`src/rtl/alu_pkg.sv`:
```
// Shared types and constants for the pipelined ALU (alu_pipe and alu_mul_iter).
package alu_pkg;

    localparam int FLAG_W = 4;

    typedef enum logic [3:0] {
        OP_ADD = 4'b0000,
        OP_SUB = 4'b0001,
        OP_SHL = 4'b0010,
        OP_SHR = 4'b0011,
        OP_AND = 4'b0100,
        OP_OR  = 4'b0101,
        OP_XOR = 4'b0110,
        OP_CMP = 4'b0111,
        OP_MUL = 4'b1001
    } alu_op_e;

    typedef struct packed {
        logic z;
        logic n;
        logic c;
        logic v;
    } alu_flags_t;

    typedef enum logic [1:0] {
        ST_IDLE,
        ST_BUSY,
        ST_DONE
    } alu_state_e;

endpackage

```
`src/rtl/alu_mul_iter.sv`:
```
// Iterative unsigned shift-add multiplier: one partial product per cycle, WIDTH steps in total.
// The first step is taken on the start edge, so o_done marks the cycle of the final step.
module alu_mul_iter #(
    parameter int WIDTH = 16
) (
    input  logic                 clk,
    input  logic                 rst,
    input  logic                 i_start,
    input  logic [WIDTH-1:0]     i_a,
    input  logic [WIDTH-1:0]     i_b,
    output logic                 o_busy,
    output logic                 o_done,
    output logic [2*WIDTH-1:0]   o_product
);
    localparam int CNT_W = $clog2(WIDTH + 1);

    logic [2*WIDTH-1:0] r_acc;
    logic [2*WIDTH-1:0] r_mcand;
    logic [WIDTH-1:0]   r_mplr;
    logic [CNT_W-1:0]   r_cnt;
    logic               r_busy;
    logic               w_last;

    assign w_last    = r_busy && (r_cnt == CNT_W'(WIDTH - 1));
    assign o_busy    = r_busy;
    assign o_done    = w_last;
    assign o_product = r_acc;

    always_ff @(posedge clk or posedge rst) begin
        if (rst) begin
            r_acc   <= '0;
            r_mcand <= '0;
            r_mplr  <= '0;
            r_cnt   <= '0;
            r_busy  <= 1'b0;
        end else if (i_start) begin
            r_acc   <= i_b[0] ? {{WIDTH{1'b0}}, i_a} : '0;
            r_mcand <= {{(WIDTH-1){1'b0}}, i_a, 1'b0};
            r_mplr  <= i_b >> 1;
            r_cnt   <= CNT_W'(1);
            r_busy  <= 1'b1;
        end else if (r_busy) begin
            if (r_mplr[0]) begin
                r_acc <= r_acc + r_mcand;
            end
            r_mcand <= r_mcand << 1;
            r_mplr  <= r_mplr >> 1;
            r_cnt   <= r_cnt + CNT_W'(1);
            if (w_last) begin
                r_busy <= 1'b0;
            end
        end
    end

endmodule

```
`src/rtl/alu_pipe.sv`:
```
// alu_pipe: registered ALU with valid/ready handshake and {Z,N,C,V} flags.
// Define ALU_MUL_EN to build the iterative multiplier (opcode 1001) and its IDLE/BUSY/DONE FSM.
module alu_pipe
    import alu_pkg::*;
#(
    parameter int WIDTH = 16,
    parameter int SEL_W = 4
) (
    input  logic              clk,
    input  logic              rst,
    input  logic              in_valid,
    output logic              in_ready,
    input  logic [WIDTH-1:0]  in0,
    input  logic [WIDTH-1:0]  in1,
    input  logic [SEL_W-1:0]  select,
    output logic              out_valid,
    input  logic              out_ready,
    output logic [WIDTH-1:0]  out,
    output logic [FLAG_W-1:0] flags
);
    localparam logic [WIDTH-1:0] SH_LIM = WIDTH'(WIDTH);

    logic [WIDTH:0]   w_add;
    logic [WIDTH:0]   w_sub;
    logic [WIDTH-1:0] w_result;
    alu_flags_t       w_flags;
    logic             w_accept;
    logic             w_out_free;
    logic             w_load_alu;
    logic             w_load_mul;
    logic             w_is_mul;

    logic [WIDTH-1:0] r_out;
    alu_flags_t       r_flags;
    logic             r_out_valid;

    assign w_add = {1'b0, in0} + {1'b0, in1};
    assign w_sub = {1'b0, in0} - {1'b0, in1};

    always_comb begin
        w_result = in1;
        w_flags  = '0;
        case (select)
            OP_ADD: begin
                w_result  = w_add[WIDTH-1:0];
                w_flags.c = w_add[WIDTH];
                w_flags.v = (in0[WIDTH-1] == in1[WIDTH-1]) && (w_add[WIDTH-1] != in0[WIDTH-1]);
            end
            OP_SUB, OP_CMP: begin
                // The extra top bit of the widened difference is the borrow.
                w_result  = w_sub[WIDTH-1:0];
                w_flags.c = w_sub[WIDTH];
                w_flags.v = (in0[WIDTH-1] != in1[WIDTH-1]) && (w_sub[WIDTH-1] != in0[WIDTH-1]);
            end
            OP_SHL:  w_result = (in1 >= SH_LIM) ? '0 : (in0 << in1);
            OP_SHR:  w_result = (in1 >= SH_LIM) ? '0 : (in0 >> in1);
            OP_AND:  w_result = in0 & in1;
            OP_OR:   w_result = in0 | in1;
            OP_XOR:  w_result = in0 ^ in1;
            default: w_result = in1;
        endcase
        w_flags.z = (w_result == '0);
        w_flags.n = w_result[WIDTH-1];
    end

    assign w_out_free = !r_out_valid || out_ready;
    assign w_accept   = in_valid && in_ready;
    assign w_load_alu = w_accept && !w_is_mul;

`ifdef ALU_MUL_EN
    alu_state_e         r_state;
    logic               w_mul_start;
    logic               w_mul_busy;
    logic               w_mul_done;
    logic [2*WIDTH-1:0] w_product;
    alu_flags_t         w_mul_flags;

    assign w_is_mul    = (select == SEL_W'(OP_MUL));
    assign w_mul_start = w_accept && w_is_mul;
    assign in_ready    = (r_state == ST_IDLE) && !w_mul_busy && w_out_free;
    assign w_load_mul  = (r_state == ST_DONE) && w_out_free;

    always_comb begin
        w_mul_flags   = '0;
        w_mul_flags.z = (w_product[WIDTH-1:0] == '0);
        w_mul_flags.n = w_product[WIDTH-1];
        w_mul_flags.c = (w_product[2*WIDTH-1:WIDTH] != '0);
    end

    alu_mul_iter #(
        .WIDTH(WIDTH)
    ) u_mul (
        .clk       (clk),
        .rst       (rst),
        .i_start   (w_mul_start),
        .i_a       (in0),
        .i_b       (in1),
        .o_busy    (w_mul_busy),
        .o_done    (w_mul_done),
        .o_product (w_product)
    );
`else
    assign w_is_mul   = 1'b0;
    assign in_ready   = w_out_free;
    assign w_load_mul = 1'b0;
`endif

    always_ff @(posedge clk or posedge rst) begin
        if (rst) begin
`ifdef ALU_MUL_EN
            r_state     <= ST_IDLE;
`endif
            r_out       <= '0;
            r_flags     <= '0;
            r_out_valid <= 1'b0;
        end else begin
`ifdef ALU_MUL_EN
            case (r_state)
                ST_IDLE: if (w_mul_start) r_state <= ST_BUSY;
                ST_BUSY: if (w_mul_done)  r_state <= ST_DONE;
                ST_DONE: if (w_out_free)  r_state <= ST_IDLE;
                default: r_state <= ST_IDLE;
            endcase
            if (w_load_mul) begin
                r_out       <= w_product[WIDTH-1:0];
                r_flags     <= w_mul_flags;
                r_out_valid <= 1'b1;
            end else
`endif
            // A new result may replace one being drained in the same cycle.
            if (w_load_alu) begin
                r_out       <= w_result;
                r_flags     <= w_flags;
                r_out_valid <= 1'b1;
            end else if (out_ready) begin
                r_out_valid <= 1'b0;
            end
        end
    end

    assign out       = r_out;
    assign flags     = r_flags;
    assign out_valid = r_out_valid;

endmodule

```
`config.mk`:
```
export PLATFORM = sky130hd
export DESIGN_NAME = alu_pipe
export DESIGN_NICKNAME = d
export VERILOG_FILES = /design/src/rtl/alu_pkg.sv /design/src/rtl/alu_mul_iter.sv /design/src/rtl/alu_pipe.sv
export SDC_FILE = /design/constraint.sdc
export NUM_CORES = 1
export LEC_CHECK = 0
export ABC_AREA = 1
export BUFFER_PORTS_ARGS = -buffer_cell sky130_fd_sc_hd__buf_2
export CAP_MARGIN = 20
export CORE_AREA = 2 2 116 118
export DETAILED_ROUTE_END_ITERATION = 8
export DIE_AREA = 0 0 118 120
export GPL_TIMING_DRIVEN = 1
export PLACE_DENSITY_LB_ADDON = 0.1
export SYNTH_ARGS = -nofsm -noshare
export SYNTH_HDL_FRONTEND = slang
export SYNTH_SLANG_ARGS = --single-unit
export TNS_END_PERCENT = 30
```
`constraint.sdc`:
```
create_clock -name clk -period 1.9 [get_ports clk]
set_input_delay 0.475 -clock clk [delete_from_list [all_inputs] [get_ports clk]]
set_output_delay 0.475 -clock clk [all_outputs]
set_load 0.02 [all_outputs]
```
==> run summary, run 1 <==
Worst Reg-to-Reg Cells: 4
Routed WL: 23,530 um
RSZ-0062 raised after global routing: true
Worst setup startpoint: in0[8]
Antenna-violating nets left: 0
Fillers: 1,261
Clock sinks: 20
CTS tree: done
Global-route wire length before repair: 36,000 um
Post-route cell area: 8413 sq um
Sw frac: 0.4342
Status: finished with violations
Setup crit start kind: primary input
Drc violations: 0
Setup Skew: 6.887 ps
Total power: 3.189 mW
Worst VDD drop: 0.0003200 V
Share of layout cells above drive strength 1: 0.4445
Nets: 1,263
Ant. Diodes: 0
Vias in the first global route: 6,670
Internal reg-to-reg setup slack: 580 ps
Transition time of the tightest slew-check pin: 557.5 ps
Unique masters post-synth: 45
Critical Path RT: 2090 ps
Post-Syn Nets: 1,005
Drt pass-1 iters: 7
Finish-stage setup viols: 19
Max frequency: 411.1 MHz
Critical Path End Type: flop
Die Footprint: 14,160 sq um
Worst-path maximum fanout: 3
Sequential share of power: 0.165
Top-area cell type share of the netlist area: 0.2049
RR Startpoint: out_valid
Root buf cell: clkbuf_16
Die Ht: 120 um
Mean post-synth cell area: 5.626 sq um
Longest Clk Path Bufs: 2
FF+latch count, synth: 20
Psw: 1.385 mW
Cell count after synthesis: 915
Vias per cell: 5.322
Relative slew slack: 0.6283
Area leader, netlist: nand2_1
Terminus of the critical flop-to-flop path: flags[0]
Area contributors post-synth: nand2_1 20%, nand3_1 14%, ha_1 12%, dfrtp_1 9.7%, inv_1 5.7%
Arrival time worst endpoint: 2630 ps
Initial antenna violation count: 0
I/O pins: 62
Area Overhead vs Synth: 63.44%
GPL Wtd Cong: 0.9845
CTS clk-pin slew, worst paths: 60 ps
Die width: 118 um
Seq/Total Area, Yosys: 0.09723
IO buf count: 61
Failing checks: setup timing
Core area: 12,980 sq um
Total GRT Usage: 0.3252
Post-route setup slack: -532.4 ps
Initial Util: 0.3966
Number of synthesized flops with an enable pin: 0
Final Non-Filler Cells: 1,348
Slew Limit Fails: 0
Hold crit path type: primary input to async pin
Via count: 7,174
Clk_lat worst skew: 250 ps
Comb pwr share: 0.656
Critical path class: primary input to flop
Clock share of power: 0.180
CTS Hold Buffers Added: 0
Area after DPL: 7277 sq um
Max Cap Viol: 0
Worst Setup EP: flags[3]
Period utilization: 1.280
Main synth FF type: dfrtp_1
Total CTS buffers: 3
Initial DRC count: 712
Crit path time final: 2432 ps
Leak pwr: 4.180 nW
CTS H-tree lvls: 1
Largest net degree at the start of global routing: 47
Synthesized area: 5147 sq um
Final Hold Fails: 0
Site row count: 42
Drt wl/cell: 17.46 um
Power Density: 379.1 nW/um^2
DP Wirelength: 18,960 um
Share of synthesized registers carrying an async set or reset: 1.000
Ys Warns: 0
Gr ovfl total: 0
Placed cell count: 1,330
Int Power: 1.804 mW
[layer usage]
layer / part of all wire / wire length [um] / GRT usage
met5: 0 / 0 / 0
met4: 0.026 / 607 / 0.06627
met3: 0.069 / 1622 / 0.02471
met2: 0.45 / 10470 / 0.5287
met1: 0.46 / 10830 / 0.4716
[per-stage QoR]
stage            util  worst slack (ps)  setup TNS (ps)  hold slack [ps]
6_report       0.6482            -532.4           -7723            228.8
3_5_place_dp   0.5606            -894.1          -13450            467.5
3_3_place_gp   0.5606            -921.9          -13030            461.1
5_1_grt        0.6482            -679.9          -10540            254.9
4_1_cts        0.6047            -488.3           -7244            239.7
2_1_floorplan       -            -594.6           -5078            438.8
[repair_timing]
action,in CTS,in global routing
gates cloned,2,0
gates resized for setup,92,135
pin swaps,24,59
buffers inserted,5,8
endpoints found under the setup margin,19,19
[sequential cells by signal, indices dropped and copies added (netlist names)]
register and flops:
out 16, out_valid 1, flags 3
[Yosys cell counts, types with 11 or more instances]
master / count
ha_1: 48
nor2_1: 68
inv_1: 78
nand3_1: 147
clkbuf_1: 16
nand4_1: 23
nand2_1: 281
o21ai_1: 11
a21oi_1: 41
dfrtp_1: 20
nand2_2: 20
o21ai_0: 46
buf_2: 18
[power by group through the flow]
stage               registers [mW]  logic (mW)  clock network (mW)
floorplan                    0.614       0.864                   0
global route                 0.535        2.26               0.602
detailed placement           0.532        1.81                   0
CTS                          0.526        1.91               0.579
global placement             0.531        1.81                   0
finish                       0.526        2.09               0.573
[worst max-delay path, stage by stage]
cell	delay [ps]
buf_2	130
buf_4	170
ha_1	240
inv_1	90
o21ai_0	140
a21oi_1	190
o211ai_2	140
buf_4	150
o21ai_0	250
buf_4	170
nand4_1	80
nand2_1	100
nand4_1	80
nor2_1	100
nand2_1	60
nand2_1	50
[final cells by class]
cell class / count / area, sq um / share of cell area
Multi-Input combinational cell: 762 / 4960 / 0.5895
Timing Repair Buffer: 295 / 2268 / 0.2696
Sequential cell: 20 / 500.5 / 0.05949
Inverter: 91 / 359.1 / 0.04268
Tap cell: 176 / 220.2 / 0.02617
Clock buffer: 3 / 75.07 / 0.008923
Clock inverter: 1 / 30.03 / 0.003569
[cells by family (layout without fill, tap and decap cells)]
family                   count (synthesis)  count (layout)  share of synthesized area
AND/OR/NAND/NOR                        568             568                     0.5058
AO/OA/AOI/OAI                          140             140                     0.1568
buffers and inverters                  133             390                     0.1089
adder cells (fa/ha/maj)                 50              50                     0.1245
flip-flops                              20              20                    0.09723
XOR/XNOR                                 4               4                   0.006807
[worst min-delay path by stage]
stage	to	slack (ps)	depth (start not counted)
4_1_cts	out_valid	240	3
6_report	out_valid	230	3
3_5_place_dp	out[10]	470	2
3_3_place_gp	out[6]	460	2
2_1_floorplan	flags[0]	440	1
5_1_grt	out_valid	250	3
[cell usage in the layout (no fill, tap or decap), types with 10 or more instances in the layout]
cell	instances
dfrtp_1	20
nand2_2	60
nand4_1	23
nor2_4	10
o21ai_0	31
buf_6	13
nand2_4	14
nor2_1	56
nand3_1	99
a21oi_1	29
buf_2	56
nand3_4	14
inv_1	70
buf_12	10
nand3_2	44
o21ai_1	16
o21ai_2	11
ha_1	34
ha_4	12
a21oi_2	12
buf_4	214
inv_2	15
nand2_1	227
Power figures use the tool's default switching activity.
==> run 2: changes to the inputs <==
--- a/config.mk
+++ b/config.mk
@@ -5,12 +5,12 @@
 export SDC_FILE = /design/constraint.sdc
 export NUM_CORES = 1
 export LEC_CHECK = 0
-export ABC_AREA = 1
+export ABC_AREA = 0
 export BUFFER_PORTS_ARGS = -buffer_cell sky130_fd_sc_hd__buf_2
 export CAP_MARGIN = 20
-export CORE_AREA = 2 2 116 118
+export CORE_AREA = 2 2 115 117
 export DETAILED_ROUTE_END_ITERATION = 8
-export DIE_AREA = 0 0 118 120
+export DIE_AREA = 0 0 117 119
 export GPL_TIMING_DRIVEN = 1
 export PLACE_DENSITY_LB_ADDON = 0.1
 export SYNTH_ARGS = -nofsm -noshare
==> run summary, run 2 <==
Crit path time final: 3136 ps (+704.1 ps)
Longest Clk Path Bufs: 2 (unchanged)
Vias in the first global route: 6,773 (+1.5%)
Critical Path End Type: flop
Worst-path maximum fanout: 4 (+1)
Initial Util: 0.3971 (+0.0005162)
Top-area cell type share of the netlist area: 0.1175 (-0.08744)
Drc violations: 0 (unchanged)
Site row count: 42 (unchanged)
Final Hold Fails: 0 (unchanged)
Sw frac: 0.4358 (+0.001612)
I/O pins: 62 (unchanged)
Via count: 6,875 (-4.2%)
Gr ovfl total: 0 (unchanged)
FF+latch count, synth: 20 (unchanged)
Ant. Diodes: 0 (unchanged)
Main synth FF type: dfrtp_1
Die Footprint: 13,920 sq um (-1.7%)
Post-route setup slack: -1236 ps (-704.1 ps)
Slew Limit Fails: 0 (unchanged)
Worst VDD drop: 0.0002256 V (-29%)
Mean post-synth cell area: 7.335 sq um (+30%)
Seq/Total Area, Yosys: 0.09790 (+0.0006663)
CTS tree: done
Initial DRC count: 695 (-2.4%)
Pre-CTS setup slack: -1882 ps (-988.0 ps)
Finish-stage setup viols: 19 (unchanged)
Total GRT Usage: 0.3495 (+0.02427)
Period utilization: 1.651 (+0.3706)
Cell count after synthesis: 697 (-24%)
Leak pwr: 3.743 nW (-10%)
Max frequency: 318.8 MHz (-22%)
Ys Warns: 0 (unchanged)
Core area: 12,870 sq um (-0.81%)
Antenna-violating nets left: 0 (unchanged)
Commonest cells post-synth: 71 x nand2_1, 56 x nor2_1, 48 x ha_1, 47 x inv_1, 42 x mux2i_1
Count leader, synth: nand2_1
Int Power: 1.845 mW (+2.3%)
Critical path class: primary input to flop
Number of synthesized flops with an enable pin: 0 (unchanged)
CTS H-tree lvls: 1 (unchanged)
Max reg flops: 16 (unchanged)
Area Overhead vs Synth: 59.67%
Setup crit start kind: primary input
Clk_lat worst skew: 250 ps (about the same)
Initial antenna violation count: 0 (unchanged)
Clock share of power: 0.130 (-0.050)
Synthesized area: 5112 sq um (-0.68%)
Global-route wire length before repair: 37,860 um (+5.2%)
Die width: 117 um (-0.85%)
CTS clk-pin slew, worst paths: 50 ps (about the same)
Relative slew slack: 0.6327 (+0.004374)
Power Density: 400.7 nW/um^2 (+5.7%)
Share of layout cells above drive strength 1: 0.4598 (+0.01528)
Vias per cell: 5.932 (+11%)
Post-Syn Nets: 787 (-22%)
Final setup TNS: -13,580 ps (-5852 ps)
Share of synthesized registers carrying an async set or reset: 1.000 (unchanged)
Psw: 1.425 mW (+2.9%)
Sequential share of power: 0.160 (-0.005)
Clock sinks: 20 (unchanged)
Root buf cell: clkbuf_16
Die Ht: 119 um (-0.83%)
Comb pwr share: 0.710 (+0.054)
Nets: 1,075 (-15%)
IO buf count: 61 (unchanged)
Drt wl/cell: 20.94 um (+20%)
Arrival time worst endpoint: 3300 ps (+670 ps)
Drt pass-1 iters: 5 (-2)
Commonest non-fill, non-tap cell in the layout: buf_4
Largest net degree at the start of global routing: 40 (-15%)
Failing checks: setup timing
Most frequent cells in the layout: 265 x buf_4, 70 x nand2_1, 57 x buf_2, 55 x nor2_1, 42 x inv_1
Total CTS buffers: 3 (unchanged)
Post-layout util: 0.6340 (-0.01415)
Area contributors post-synth: ha_1 12%, dfrtp_1 9.8%, mux2i_1 8.2%, mux4_2 5.7%, nand2_1 5.2%
GPL Wtd Cong: 1.023 (+3.9%)
Routed WL: 24,270 um (+3.2%)
Unique masters post-synth: 79 (+76%)
RSZ-0062 raised after global routing: true
Critical Path RT: 2070 ps (-20 ps)
Area leader, netlist: ha_1
DP Wirelength: 19,650 um (+3.6%)
Transition time of the tightest slew-check pin: 543.1 ps (-14.36 ps)
Worst hold slack: 137.3 ps (-91.53 ps)
Hold crit path type: primary input to async pin
Setup Skew: 0.6979 ps (-6.189 ps)
Max Cap Viol: 0 (unchanged)
CTS Hold Buffers Added: 0 (unchanged)
Status: finished with violations
-- run 2: worst max-delay path, stage by stage --
cell and delay (ps):
buf_8 110, ha_4 160, fa_2 410, a21o_1 170
a221o_1 400, a311o_1 320, a221o_1 390, a21oi_2 160
a41oi_2 120, or3_1 350, o31ai_2 240
-- run 2: path summary, 6_finish.rpt --
kind	from	endpoint	slack (ps)	depth (start not counted)
max	in1[0]	flags[3]	-1240	11
min	rst	out_valid	140	2
max reg2reg	out_valid	flags[3]	80	6
min reg2reg	out[10]	out[10]	470	2
max in group asynchronous	rst	out[13]	1300	3
min in group clk	in_valid	out_valid	440	2
-- run 2: what timing repair did --
item | 4_1_cts | 5_1_grt
setup endpoints to repair | 19 | 19
endpoints found under the hold margin | 0 | 0
gates resized for setup | 84 | 30
pin swaps | 40 | 10
setup buffers | 10 | 3
-- run 2: logic make-up (layout without fill, tap and decap cells) --
family,count (synthesis),count (layout),share of synthesized area
compound gates,213,213,0.2873
xor+xnor,7,7,0.01199
fa+ha+maj,50,50,0.1253
buf+inv,102,388,0.08590
flops,20,20,0.09790
mux,61,61,0.1527
simple gates,244,244,0.2389
-- run 2: cell type report --
| cell class | count | area [sq um] |
|---|---|---|
| Tap cell | 176 | 220.2 |
| Sequential cell | 20 | 500.5 |
| Inverter | 53 | 212.7 |
| Clock buffer | 3 | 75.07 |
| Multi-Input combinational cell | 575 | 4755 |
| Fill cell | 1184 | 4712 |
| Timing Repair Buffer | 332 | 2400 |
-- run 2: through the flow --
stage / area (sq um) / power [mW] / instances
CTS: 7989 / 3.165 / 1157
finish: 8163 / 3.271 / 1159
detailed placement: 7448 / 2.571 / 1144
global placement: 7448 / 2.556 / 1144
floorplan: 5254 / 1.585 / 697
global route: 8163 / 3.475 / 1159
-- run 2: routing by layer --
metal / GRT usage / vias up / part of all wire
li1: - / 3196 / -
met1: 0.5105 / 3283 / 0.45
met2: 0.5535 / 352 / 0.45
met3: 0.02392 / 44 / 0.076
met4: 0.09118 / 0 / 0.023
met5: 0 / - / 0
-- run 2: power groups by stage --
stage          Combinational (mW)  Clock, mW  Sequential [mW]
2_1_floorplan               0.971          0            0.614
3_3_place_gp                 2.03          0            0.529
3_5_place_dp                 2.04          0            0.532
4_1_cts                      2.21      0.431            0.525
5_1_grt                      2.48      0.457            0.536
6_report                     2.32      0.426            0.523
